## config.mk

```make
export PLATFORM = sky130hd
export DESIGN_NAME = iagc_cmd_ctrl
export DESIGN_NICKNAME = d
export VERILOG_FILES = /design/src/rtl/iagc_cmd_pkg.sv /design/src/rtl/iagc_rx_hold.sv /design/src/rtl/iagc_cmd_ctrl.sv
export SDC_FILE = /design/constraint.sdc
export NUM_CORES = 1
export LEC_CHECK = 0
export BUFFER_PORTS_ARGS = -buffer_cell sky130_fd_sc_hd__buf_4
export CORE_MARGIN = 5
export CORE_UTILIZATION = 30
export CTS_BUF_LIST = sky130_fd_sc_hd__clkbuf_4 sky130_fd_sc_hd__clkbuf_8
export DETAILED_ROUTE_END_ITERATION = 10
export GPL_TIMING_DRIVEN = 0
export PLACE_DENSITY = 0.47
export SLEW_MARGIN = 30
export SYNTH_ARGS = -nofsm -noshare
export SYNTH_HDL_FRONTEND = slang
export SYNTH_SLANG_ARGS = --single-unit
```

## constraint.sdc

```tcl
create_clock -name clk -period 2.75 [get_ports clk]
set_clock_uncertainty 0.1 [all_clocks]
set_input_delay 0.275 -clock clk [delete_from_list [all_inputs] [get_ports clk]]
set_output_delay 0.275 -clock clk [all_outputs]
set_load 0.02 [all_outputs]
```

## src/rtl/iagc_cmd_pkg.sv

```systemverilog
// Shared definitions for the IAGC command controller: opcodes, reply bytes,
// FSM states and the STATUS reply layout.
package iagc_cmd_pkg;

    localparam logic [1:0] OP_PING     = 2'b00;
    localparam logic [1:0] OP_SET_GAIN = 2'b01;
    localparam logic [1:0] OP_SAMPLE   = 2'b10;
    localparam logic [1:0] OP_STATUS   = 2'b11;

    localparam logic [7:0] REPLY_PING = 8'hA5;
    localparam logic [7:0] REPLY_ERR  = 8'hEE;

    localparam int STAT_ADC_BIT = 7;
    localparam int STAT_OVR_BIT = 6;
    localparam int STAT_TO_BIT  = 5;

    typedef enum logic [2:0] {
        ST_IDLE,
        ST_DECODE,
        ST_WAIT_ADC,
        ST_SAMPLE_WAIT,
        ST_TX_LOAD,
        ST_TX_WAIT
    } state_e;

    function automatic logic [7:0] status_byte(input logic adcDone,
                                               input logic overrun,
                                               input logic timeoutSeen);
        logic [7:0] s;
        s               = '0;
        s[STAT_ADC_BIT] = adcDone;
        s[STAT_OVR_BIT] = overrun;
        s[STAT_TO_BIT]  = timeoutSeen;
        return s;
    endfunction

endpackage

```

## src/rtl/iagc_rx_hold.sv

```systemverilog
// One-entry receive holding register. A byte arriving while the entry is
// occupied (and not being released this cycle) is dropped and flags overrun.
module iagc_rx_hold (
    input  logic       clk,
    input  logic       rst_n,
    input  logic [7:0] rx_data_i,
    input  logic       rx_valid_i,
    input  logic       release_i,
    input  logic       clear_overrun_i,
    output logic       full_o,
    output logic [7:0] data_o,
    output logic       overrun_o
);

    logic       full_q, full_d;
    logic [7:0] data_q, data_d;
    logic       overrun_q, overrun_d;
    logic       accept;

    always_comb begin
        accept    = rx_valid_i && (!full_q || release_i);
        full_d    = full_q;
        data_d    = data_q;
        overrun_d = overrun_q;
        if (release_i) begin
            full_d = 1'b0;
        end
        if (accept) begin
            full_d = 1'b1;
            data_d = rx_data_i;
        end
        if (clear_overrun_i) begin
            overrun_d = 1'b0;
        end
        if (rx_valid_i && !accept) begin
            overrun_d = 1'b1;
        end
    end

    always_ff @(posedge clk or negedge rst_n) begin
        if (!rst_n) begin
            full_q    <= 1'b0;
            data_q    <= '0;
            overrun_q <= 1'b0;
        end else begin
            full_q    <= full_d;
            data_q    <= data_d;
            overrun_q <= overrun_d;
        end
    end

    assign full_o    = full_q;
    assign data_o    = data_q;
    assign overrun_o = overrun_q;

endmodule

```

## src/rtl/iagc_cmd_ctrl.sv

```systemverilog
// Host command controller: decodes UART command bytes, owns the gain register,
// requests ADC samples and streams replies into uart_tx.
// Optional sample-wait timeout: define IAGC_CMD_TIMEOUT_EN.
module iagc_cmd_ctrl
    import iagc_cmd_pkg::*;
#(
    parameter int unsigned SAMPLE_W       = 16,
    parameter int unsigned GAIN_W         = 6,
    parameter int unsigned TIMEOUT_CYCLES = 1250000
) (
    input  logic                clk,
    input  logic                rst_n,
    input  logic [7:0]          i_rx_data,
    input  logic                i_rx_valid,
    output logic [7:0]          o_tx_data,
    output logic                o_tx_start,
    input  logic                i_tx_ready,
    input  logic                i_adc_init_done,
    output logic                o_sample_req,
    input  logic                i_sample_valid,
    input  logic [SAMPLE_W-1:0] i_sample_data,
    output logic [GAIN_W-1:0]   o_gain,
    output logic                o_busy
);

    state_e            state_q, state_d;
    logic [7:0]        txData_q, txData_d;
    logic [7:0]        byte2_q, byte2_d;
    logic              pending_q, pending_d;
    logic              seenLow_q, seenLow_d;
    logic [GAIN_W-1:0] gain_q, gain_d;
    logic              sampleReq_q, sampleReq_d;

    logic              holdFull, holdOverrun, holdRelease, clearFlags;
    logic [7:0]        holdData;
    logic [15:0]       sampleWide;
    logic              expired;
    logic              timeoutSeen;

    assign sampleWide = 16'(i_sample_data);

    iagc_rx_hold u_rx_hold (
        .clk             (clk),
        .rst_n           (rst_n),
        .rx_data_i       (i_rx_data),
        .rx_valid_i      (i_rx_valid),
        .release_i       (holdRelease),
        .clear_overrun_i (clearFlags),
        .full_o          (holdFull),
        .data_o          (holdData),
        .overrun_o       (holdOverrun)
    );

`ifdef IAGC_CMD_TIMEOUT_EN
    localparam int unsigned CNT_W = $clog2(TIMEOUT_CYCLES + 1);

    logic [CNT_W-1:0] cnt_q;
    logic             timeout_q;
    logic             waiting, progress;

    // Counter restarts from zero on every entry into WAIT_ADC.
    assign waiting  = (state_q == ST_WAIT_ADC) || (state_q == ST_SAMPLE_WAIT);
    assign progress = (state_q == ST_WAIT_ADC) ? i_adc_init_done : i_sample_valid;
    assign expired  = waiting && !progress && (cnt_q >= CNT_W'(TIMEOUT_CYCLES - 1));

    always_ff @(posedge clk or negedge rst_n) begin
        if (!rst_n) begin
            cnt_q     <= '0;
            timeout_q <= 1'b0;
        end else begin
            cnt_q     <= waiting ? cnt_q + 1'b1 : '0;
            timeout_q <= expired || (timeout_q && !clearFlags);
        end
    end

    assign timeoutSeen = timeout_q;
`else
    localparam int unsigned unused_timeout_cycles = TIMEOUT_CYCLES;

    assign expired     = 1'b0;
    assign timeoutSeen = 1'b0;
`endif

    always_comb begin
        state_d     = state_q;
        txData_d    = txData_q;
        byte2_d     = byte2_q;
        pending_d   = pending_q;
        seenLow_d   = seenLow_q;
        gain_d      = gain_q;
        o_tx_start  = 1'b0;
        holdRelease = 1'b0;
        clearFlags  = 1'b0;

        case (state_q)
            ST_IDLE: begin
                if (holdFull || i_rx_valid) begin
                    state_d = ST_DECODE;
                end
            end
            ST_DECODE: begin
                holdRelease = 1'b1;
                pending_d   = 1'b0;
                case (holdData[7:6])
                    OP_PING: begin
                        txData_d = REPLY_PING;
                        state_d  = ST_TX_LOAD;
                    end
                    OP_SET_GAIN: begin
                        gain_d   = holdData[GAIN_W-1:0];
                        txData_d = holdData;
                        state_d  = ST_TX_LOAD;
                    end
                    OP_SAMPLE: begin
                        state_d = ST_WAIT_ADC;
                    end
                    OP_STATUS: begin
                        txData_d   = status_byte(i_adc_init_done, holdOverrun, timeoutSeen);
                        clearFlags = 1'b1;
                        state_d    = ST_TX_LOAD;
                    end
                    default: state_d = ST_IDLE;
                endcase
            end
            ST_WAIT_ADC: begin
                if (i_adc_init_done) begin
                    state_d = ST_SAMPLE_WAIT;
                end else if (expired) begin
                    txData_d = REPLY_ERR;
                    state_d  = ST_TX_LOAD;
                end
            end
            ST_SAMPLE_WAIT: begin
                if (i_sample_valid) begin
                    txData_d  = sampleWide[15:8];
                    byte2_d   = sampleWide[7:0];
                    pending_d = 1'b1;
                    state_d   = ST_TX_LOAD;
                end else if (expired) begin
                    txData_d = REPLY_ERR;
                    state_d  = ST_TX_LOAD;
                end
            end
            ST_TX_LOAD: begin
                if (i_tx_ready) begin
                    o_tx_start = 1'b1;
                    seenLow_d  = 1'b0;
                    state_d    = ST_TX_WAIT;
                end
            end
            ST_TX_WAIT: begin
                // A byte is only finished once uart_tx has gone busy and come back.
                if (!i_tx_ready) begin
                    seenLow_d = 1'b1;
                end else if (seenLow_q) begin
                    if (pending_q) begin
                        txData_d  = byte2_q;
                        pending_d = 1'b0;
                        state_d   = ST_TX_LOAD;
                    end else begin
                        state_d = ST_IDLE;
                    end
                end
            end
            default: state_d = ST_IDLE;
        endcase

        sampleReq_d = (state_d == ST_SAMPLE_WAIT) && (state_q != ST_SAMPLE_WAIT);
    end

    always_ff @(posedge clk or negedge rst_n) begin
        if (!rst_n) begin
            state_q     <= ST_IDLE;
            txData_q    <= '0;
            byte2_q     <= '0;
            pending_q   <= 1'b0;
            seenLow_q   <= 1'b0;
            gain_q      <= '0;
            sampleReq_q <= 1'b0;
        end else begin
            state_q     <= state_d;
            txData_q    <= txData_d;
            byte2_q     <= byte2_d;
            pending_q   <= pending_d;
            seenLow_q   <= seenLow_d;
            gain_q      <= gain_d;
            sampleReq_q <= sampleReq_d;
        end
    end

    assign o_tx_data    = txData_q;
    assign o_sample_req = sampleReq_q;
    assign o_gain       = gain_q;
    assign o_busy       = (state_q != ST_IDLE);

endmodule

```

==> results.toml <==
[layout]
final_util_pct = 39.3
drive_above_1_share_pct = 51.5
synthToLayoutAreaGrowth_pct = 28.2
finalNetCount = 231
diodes = 0

[drt]
wl_per_cell_um = 16.3
wirelength_mm = 4.56
drt_iter0_drc = 30
vias = 1378
firstDrtPassIters = 4
drc = 0
routed_via_density = 4.94
ant_nets = 0

[worst_setup_path]
rr_worst_depth = 6
cp_cell_sequence = "buf_6 -> clkbuf_1 -> nor3_1 -> buf_4"
r2r-start = "state_q[2]"
cp_top_family = "buffers and inverters"
cpPeakStageDelay_ps = 370
cp-end-kind = "output port"
crit_type = "reg2out"
crit_end = "o_tx_start"
path_buf_inv = 3
arrival_ps = 1420
crit_start = "state_q[1]"
rrSetupSlack_ps = 1000
cp-start-kind = "flop"
slowest_stage = "dfrtp_1"
rr_endpoint = "o_tx_data[3]"
crit_fanout = 10
cp_num_cells = 4
worstPathRequired_ps = 2380

[timing]
tns_ps = 0
hold_viol = 0
max-slew-margin-rel_pct = 67.6
max_slew.worst_pin.slew_ps = 487
drv_slew = 0
period_needed_ps = 1790
timing.hold.ws_ps = 110
max_freq_mhz = 558
fin_crit_sh_pct = 65.1
setup_violations = 0
rsz0062_at_grt = "false"

[global_routing]
antenna_found_initial = 0
grt_pass1_vias = 1603
grt_first_pass_wirelength_mm = 7.84
grt-ovfl-total = 0
grtUsageTotal_pct = 11.9
grt_max_degree = 39

[synthesis]
synthTopCellsByArea = "dfrtp_1, mux2_4, mux2_2, buf_6, o2bb2ai_1"
synth_seq_cells = 38
ys.flop_type = "dfrtp_1"
async_reset_ff_share_pct = 100
yosysSeqAreaShare_pct = 49.1
syn-cell-area_um2 = 1940
synth_top_area_share_pct = 49.1
synth-edff-count = 0
synthTopCellsByCount = "dfrtp_1, mux2_4, mux2_2"
yosys.cell_count.top_type = "dfrtp_1"
avgSynthCellArea_um2 = 13.2
synthCells = 147
synth_top_area_cell = "dfrtp_1"
syn_nets = 177
ys_types = 38
yosys_warnings = 0

[cts]
cts.clk_slew.worst_paths_ps = 80
clock_latency_ps = 290
clock-root-buffer = "clkbuf_8"
ctsResizeCount = 0
post_cts_buffers = 0
h-tree-depth = 2
cts_tree = "done"
cts.sinks = 38
numCtsBuffers = 5
ctsLongestPathBuffers = 2

[die]
ioPinCount = 47
die_x_um = 90.3
num_rows = 29
dieArea_um2 = 8160
core_area_um2 = 6310
start_util_pct = 30.7
die_h_um = 90.3

[power_and_ir_drop]
clkPwrFrac_pct = 14.3
seqPwrFrac_pct = 34.4
p_switching_mw = 1.06
p_leak_nw = 1.19
swShare_pct = 37.3
power_frac_comb_pct = 51.3
peakVddDrop_uv = 440
internal-power_mw = 1.78
p_per_area_nw_per_um2 = 1140

[flow_run]
maxCapViolations = 0

[place]
dpl.hpwl_mm = 3.47
gp_congestion = 0.800
io_buffers = 46

[hold_path]
min-delay-start = "i_rx_data[4]"
hp-class = "in2reg"

[status]
status = "complete, no violations"
final cells by class:
class                           instances  area, um2
Multi-Input combinational cell         92        865
Buffer                                  8       86.3
Inverter                                9       33.8
Fill cell                             644       3830
Tap cell                               77       96.3
Sequential cell                        38        951
Timing Repair Buffer                   47        355
Clock buffer                            6       82.6
Clock inverter                          2       12.5
placed cells by master (no fill, tap or decap), types with 2 or more instances in the layout:
master,count
a311oi_1,2
nand2_1,6
o2bb2ai_1,5
a31oi_1,2
mux2_4,16
mux2_2,14
o31ai_1,2
nand2b_1,2
inv_1,7
o21ai_0,8
a22oi_1,5
a32o_1,3
buf_4,46
nor3_1,2
clkbuf_8,6
a22o_1,3
buf_6,6
a21oi_1,4
inv_2,2
dfrtp_1,38
per-layer routing:
layer	part of all wire, %	global-route usage [%]	routed length (um)
met1	45	14.9	2040
met2	49	19.2	2230
met3	5.2	4.08	238
met4	1.3	3.72	59
met5	0	0	0
power groups by stage:
stage	Combinational, mW	Sequential (mW)	Clock, mW
detailed placement	1.47	0.995	0
finish	1.46	0.979	0.405
global placement	1.45	0.986	0
floorplan	0.953	1.06	0
global route	1.58	1.02	0.447
CTS	1.48	0.985	0.421
worst reg2reg max path, cell delays in order (launching register included):
cell and delay [ps]:
dfrtp_1 390, buf_6 150, inv_2 110, mux2i_1 250, o2bb2a_4 180, buf_8 140, mux2_4 300
kinds of logic (layout without fill, tap and decap cells):
logic type / count (synthesis) / count (layout) / share of synthesized area, %
AOI/OAI and AO/OA: 39 / 39 / 15.7
buffers and inverters: 17 / 72 / 6.21
DFF: 38 / 38 / 49.1
muxes: 31 / 31 / 21.1
and+or+nand+nor: 22 / 22 / 7.89
state kept, by name, indices dropped and copies added, names as in the netlist:
name and count:
byte2_q 8, o_gain 6, o_sample_req 1, o_tx_data 8, pending_q 1, seenLow_q 1
state_q 3, u_rx_hold.data_o 8, u_rx_hold.full_o 1, u_rx_hold.overrun_o 1
what timing repair did:
action,in CTS,in global routing
hold buffers,1,0
endpoints found under the hold margin,38,0
setup endpoints to repair,0,0
worst min-delay path by stage:
stage / depth (start not counted) / slack (ps) / end
floorplan: 0 / -120 / byte2_q[0]
detailed placement: 1 / 180 / seenLow_q
global placement: 1 / 170 / seenLow_q
finish: 2 / 110 / u_rx_hold.data_o[4]
global route: 2 / 90 / u_rx_hold.data_o[2]
CTS: 2 / 100 / u_rx_hold.data_o[4]
through the flow:
| step | std cells | total power, mW | instance area (um2) | setup slack [ps] |
|---|---|---|---|---|
| 2_1_floorplan | 147 | 2.02 | 1940 | 1150 |
| 3_3_place_gp | 270 | 2.44 | 2380 | 1060 |
| 3_5_place_dp | 270 | 2.47 | 2380 | 1040 |
| 4_1_cts | 279 | 2.89 | 2480 | 942 |
| 5_1_grt | 279 | 3.05 | 2480 | 798 |
| 6_report | 279 | 2.84 | 2480 | 959 |
Note: power is estimated with default switching activity, not from simulation.
